--- src/rtl/nibble_serial_adder_pkg.sv ---
// Shared constants, FSM state encoding and helpers for the nibble-serial adder.
// The adder processes one SLICE_W-bit slice of each operand per clock.
package nibble_serial_adder_pkg;

    localparam int DEFAULT_WIDTH = 16;
    localparam int SLICE_W       = 4;

    typedef enum logic [1:0] {
        ST_IDLE = 2'd0,
        ST_RUN  = 2'd1,
        ST_DONE = 2'd2
    } state_e;

    // Two's-complement overflow from the operand and result sign bits.
    function automatic logic signed_ovf(input logic a_msb,
                                        input logic b_msb,
                                        input logic sum_msb);
        return (a_msb == b_msb) && (sum_msb != a_msb);
    endfunction

endpackage

--- src/rtl/nibble_serial_adder_sum4bit.sv ---
// 4-bit ripple-carry adder slice: s = a + b + ci, co = carry out of bit 3.
// Purely combinational; reused once per clock by the serial adder.
module sum4bit
    import nibble_serial_adder_pkg::*;
(
    input  logic [SLICE_W-1:0] a,
    input  logic [SLICE_W-1:0] b,
    input  logic               ci,
    output logic [SLICE_W-1:0] s,
    output logic               co
);

    logic [SLICE_W:0] carry;

    assign carry[0] = ci;

    for (genvar i = 0; i < SLICE_W; i++) begin : g_fa
        assign s[i]       = a[i] ^ b[i] ^ carry[i];
        assign carry[i+1] = (a[i] & b[i]) | (carry[i] & (a[i] ^ b[i]));
    end

    assign co = carry[SLICE_W];

endmodule

--- src/rtl/nibble_serial_adder.sv ---
// Sequential WIDTH-bit adder: latches operands on start, adds one nibble per clock
// LSB first through a single 4-bit slice, then reports sum, carry-out and overflow.
module nibble_serial_adder
    import nibble_serial_adder_pkg::*;
#(
    parameter int WIDTH = DEFAULT_WIDTH
) (
    input  logic             clk,
    input  logic             rst,
    input  logic             start,
    input  logic [WIDTH-1:0] a,
    input  logic [WIDTH-1:0] b,
    input  logic             c_in,
    output logic             busy,
    output logic             done,
    output logic [WIDTH-1:0] s,
    output logic             c_out,
    output logic             ovf
);

    localparam int NIB   = WIDTH / SLICE_W;
    localparam int CNT_W = $clog2(NIB);
    localparam int ACC_W = WIDTH - SLICE_W;
    localparam logic [CNT_W-1:0] LAST_NIB = CNT_W'(NIB - 1);

    state_e             state_q, state_d;
    logic [WIDTH-1:0]   a_q, a_d;
    logic [WIDTH-1:0]   b_q, b_d;
    logic               carry_q, carry_d;
    logic [CNT_W-1:0]   cnt_q, cnt_d;
    logic [ACC_W-1:0]   acc_q, acc_d;
    logic               a_msb_q, a_msb_d;
    logic               b_msb_q, b_msb_d;
    logic               busy_q, busy_d;
    logic               done_q, done_d;
    logic [WIDTH-1:0]   s_q, s_d;
    logic               c_out_q, c_out_d;
    logic               ovf_q, ovf_d;

    logic [SLICE_W-1:0] nib_sum;
    logic               nib_co;
    logic [WIDTH-1:0]   nib_full;

    sum4bit u_slice (
        .a  (a_q[SLICE_W-1:0]),
        .b  (b_q[SLICE_W-1:0]),
        .ci (carry_q),
        .s  (nib_sum),
        .co (nib_co)
    );

    // Nibbles completed so far sit in acc_q; the new one lands on top.
    assign nib_full = {nib_sum, acc_q};

    always_comb begin
        state_d = state_q;
        a_d     = a_q;
        b_d     = b_q;
        carry_d = carry_q;
        cnt_d   = cnt_q;
        acc_d   = acc_q;
        a_msb_d = a_msb_q;
        b_msb_d = b_msb_q;
        busy_d  = busy_q;
        done_d  = 1'b0;
        s_d     = s_q;
        c_out_d = c_out_q;
        ovf_d   = ovf_q;

        case (state_q)
            ST_IDLE, ST_DONE: begin
                state_d = ST_IDLE;
                busy_d  = 1'b0;
                if (start) begin
                    state_d = ST_RUN;
                    busy_d  = 1'b1;
                    a_d     = a;
                    b_d     = b;
                    carry_d = c_in;
                    a_msb_d = a[WIDTH-1];
                    b_msb_d = b[WIDTH-1];
                    cnt_d   = '0;
                    acc_d   = '0;
                end
            end
            ST_RUN: begin
                a_d     = a_q >> SLICE_W;
                b_d     = b_q >> SLICE_W;
                carry_d = nib_co;
                acc_d   = ACC_W'(nib_full >> SLICE_W);
                cnt_d   = cnt_q + CNT_W'(1);
                if (cnt_q == LAST_NIB) begin
                    state_d = ST_DONE;
                    busy_d  = 1'b0;
                    done_d  = 1'b1;
                    s_d     = nib_full;
                    c_out_d = nib_co;
                    ovf_d   = signed_ovf(a_msb_q, b_msb_q, nib_sum[SLICE_W-1]);
                end
            end
            default: begin
                state_d = ST_IDLE;
                busy_d  = 1'b0;
            end
        endcase
    end

    always_ff @(posedge clk) begin
        if (rst) begin
            state_q <= ST_IDLE;
            a_q     <= '0;
            b_q     <= '0;
            carry_q <= 1'b0;
            cnt_q   <= '0;
            acc_q   <= '0;
            a_msb_q <= 1'b0;
            b_msb_q <= 1'b0;
            busy_q  <= 1'b0;
            done_q  <= 1'b0;
            s_q     <= '0;
            c_out_q <= 1'b0;
            ovf_q   <= 1'b0;
        end else begin
            state_q <= state_d;
            a_q     <= a_d;
            b_q     <= b_d;
            carry_q <= carry_d;
            cnt_q   <= cnt_d;
            acc_q   <= acc_d;
            a_msb_q <= a_msb_d;
            b_msb_q <= b_msb_d;
            busy_q  <= busy_d;
            done_q  <= done_d;
            s_q     <= s_d;
            c_out_q <= c_out_d;
            ovf_q   <= ovf_d;
        end
    end

    assign busy  = busy_q;
    assign done  = done_q;
    assign s     = s_q;
    assign c_out = c_out_q;
    assign ovf   = ovf_q;

endmodule

--- config.mk ---
export PLATFORM = sky130hd
export DESIGN_NAME = nibble_serial_adder
export DESIGN_NICKNAME = d
export VERILOG_FILES = /design/src/rtl/nibble_serial_adder_pkg.sv /design/src/rtl/nibble_serial_adder_sum4bit.sv /design/src/rtl/nibble_serial_adder.sv
export SDC_FILE = /design/constraint.sdc
export NUM_CORES = 1
export LEC_CHECK = 0
export BUFFER_PORTS_ARGS = -buffer_cell sky130_fd_sc_hd__buf_2
export CORE_MARGIN = 3
export CORE_UTILIZATION = 50
export CTS_BUF_LIST = sky130_fd_sc_hd__clkbuf_4 sky130_fd_sc_hd__clkbuf_8
export DETAILED_ROUTE_END_ITERATION = 8
export GPL_TIMING_DRIVEN = 0
export PLACE_DENSITY_LB_ADDON = 0.3
export SYNTH_ARGS = -nofsm -noshare
export SYNTH_HDL_FRONTEND = slang
export SYNTH_SLANG_ARGS = --single-unit
--- constraint.sdc ---
create_clock -name clk -period 6.6 [get_ports clk]
set_input_delay 1.32 -clock clk [delete_from_list [all_inputs] [get_ports clk]]
set_output_delay 1.32 -clock clk [all_outputs]
set_load 0.02 [all_outputs]
==> results.json <==
{
  "status": "completed",
  "maxCapViolations": 0,
  "netlist_top_cells_count": "nand2_1 (104), dfxtp_1 (71), a21oi_1 (41), nor2_1 (30), a311oi_1 (26)",
  "clkTransAtPathRegs_ns": 0.08,
  "start_util": 0.534,
  "post-place-ws_ns": 3.86,
  "postCtsHoldBufs": 0,
  "gp_congestion": 0.809,
  "tightest_slew_ns": 0.575,
  "ff2ff_setup_slack_ns": 3.86,
  "clock.fmax_mhz": 364,
  "power_switching_w": 0.000245,
  "gr-total-overflow": 0,
  "cts_tree": "yes",
  "chipHeight_um": 81.0,
  "nets": 452,
  "num_vias": 2654,
  "worst_setup_path_end_kind": "register",
  "grt_pass1_vias": 2540,
  "cp.arrival_ns": 3.01,
  "grt_max_degree": 12,
  "grt_util_all_layers": 0.233,
  "ctsResizeCount": 0,
  "fin_worst_skew_ns": 0.00825,
  "cts_setup_buffers": 0,
  "rsz0062_at_grt": "no",
  "required_ns": 6.87,
  "dieArea_mm2": 0.00656,
  "min_path_type": "reg -> reg",
  "power.density_mw_per_mm2": 292,
  "yosysSeqAreaShare": 0.505,
  "met1_usage": 0.305,
  "grt_pass1_wl_um": 11600,
  "ys.flop_type": "dfxtp_1",
  "synth-seq-cells": 71,
  "cts_inserted_buffers": 9,
  "crit_fanout": 4,
  "synth.distinct_cells": 20,
  "drt_wl_total_um": 7160,
  "yosysWarningCount": 0,
  "p_sw_frac": 0.245,
  "port-buffer-count": 54,
  "p_leak_nw": 1.41,
  "netlist.area_leader.share": 0.505,
  "clock_latency_ns": 0.35,
  "root_buffer": "clkbuf_8",
  "slew_headroom": 0.617,
  "async_reset_ff_frac": 0,
  "hold_start": "s[1]",
  "r2r-end": "ovf",
  "drt-vias-per-instance": 5.46,
  "cts_max_level": 3,
  "fin_crit_ns": 2.74,
  "fp-row-count": 26,
  "wire_per_inst_um": 14.7,
  "r2r-start": "a_q[0]",
  "setup_viol": 0,
  "use_met2": 0.366,
  "path_class": "reg -> reg",
  "netlist_instances": 346,
  "synth_largest_area_cell": "dfxtp_1",
  "die_w_um": 81.0,
  "p_seq_frac": 0.468,
  "synth_edf_count": 0,
  "nFillCells": 475,
  "synthesis.area_mm2": 0.00281,
  "syn_to_final_growth_pct": 21.5,
  "r2r_cells": 8,
  "cp-start-kind": "register",
  "clock-sinks": 71,
  "grt_use_met3": 0.0466,
  "grt_antenna_before_repair": 0,
  "antennaDiodeCount": 0,
  "core_mm2": 0.00527,
  "tns_ns": 0,
  "clock_path_buffers": 2,
  "post-route-period-util": 0.416,
  "multi_input_area_mm2": 0.00123,
  "synthTopCellsByArea": "dfxtp_1 (51%), nand2_1 (14%), a311oi_1 (8.1%)",
  "fin_ws_ns": 3.86,
  "intPower_w": 0.000753,
  "drv_slew": 0,
  "min_path_cells": 2,
  "p_comb_frac": 0.110,
  "layout-drive-gt1-share": 0.219,
  "top_usage_layer": "met2",
  "regArea_mm2": 0.00142,
  "synth.avg_cell_area_um2": 8.13,
  "dp_hpwl_um": 4910,
  "yosysMostFrequentCell": "nand2_1",
  "synthesis.nets": 387,
  "drtIter0Drc": 209,
  "drtAntennaViolNets": 0,
  "p_total_w": 0.000998,
  "final_hold_viol_count": 0,
  "p_clk_frac": 0.422,
  "vdd_drop_max_uv": 159,
  "whs_endpoint": "s[1]",
  "drc": 0,
  "drtPass1Iterations": 6,
  "boundaryPins": 56
}
-- cell usage in the layout (no fill, tap or decap) --
cell type and count:
ha_1 1, and3b_1 1, clkbuf_8 13, buf_2 71, nand2_1 104, bufinv_16 2
nand2b_1 4, o21a_1 1, dfxtp_1 71, nand3_1 22, fa_1 4, a21oi_1 41
nand3b_1 3, nor2b_1 1, or3b_2 1, clkbuf_1 10, and2b_1 1, inv_1 4
buf_4 3, clkbuf_4 1, a211oi_1 1, a311oi_1 26, nor2_1 30
-- through the flow --
step	utilization	cells	hold slack, ns	area, um2
final	0.649	486	0.452	3420
after global routing	0.649	486	0.468	3420
after CTS	0.649	486	0.453	3420
after detailed placement	0.602	470	0.443	3170
after global placement	0.602	470	0.441	3170
after floorplan	-	346	0.432	2810
-- registers in the layout (all words and copies together) (netlist names) --
name     cells
b_q         16
acc_q       12
state_q      2
a_msb_q      1
ovf          1
c_out        1
b_msb_q      1
s           16
cnt_q        2
done         1
a_q         16
busy         1
carry_q      1
-- cells by family (layout without fill, tap and decap cells) --
| kind of cell | after synthesis | after routing | share of synthesized area |
|---|---|---|---|
| compound gates | 69 | 69 | 0.159 |
| buf+inv | 34 | 104 | 0.0569 |
| flops | 71 | 71 | 0.505 |
| simple gates | 167 | 167 | 0.246 |
| fa+ha+maj | 5 | 5 | 0.0329 |
-- layer usage --
metal | share of wire | routed length [um]
met2 | 0.47 | 3350
met5 | 0 | 0
met3 | 0.068 | 488
met4 | 0.023 | 167
met1 | 0.44 | 3150
-- worst max-delay path by stage --
stage,slack [ns],end,start,cells past startpoint
after global placement,3.90,ovf,a_q[0],8
after global routing,3.73,ovf,a_q[0],8
final,3.86,ovf,a_q[0],8
after CTS,3.85,ovf,a_q[0],8
after detailed placement,3.86,ovf,b_q[0],8
after floorplan,4.01,ovf,a_q[0],8
-- power by group through the flow --
stage	registers [W]	clock network, W	logic [W]
after floorplan	0.000472	0	0.0000728
after global routing	0.000469	0.000438	0.000123
after detailed placement	0.000475	0	0.000108
after CTS	0.000466	0.000418	0.000110
final	0.000466	0.000421	0.000110
after global placement	0.000475	0	0.000106
-- worst max-delay path: stages (launching register included) --
cell      delay, ns
dfxtp_1        0.32
inv_1          0.07
fa_1           0.17
inv_1          0.05
fa_1           0.37
fa_1           0.40
fa_1           0.58
or3b_2         0.46
a311oi_1       0.25
-- cell type report --
cell class              instances  area share
flip-flops and latches         71       0.416
multi-input cells             241       0.361
repair buffers                 54      0.0791
clock buffers                  14      0.0545
plain buffers                  30      0.0425
well taps                      70      0.0256
clock inverters                 2      0.0176
inverters                       4     0.00439
Power figures use the tool's default switching activity.
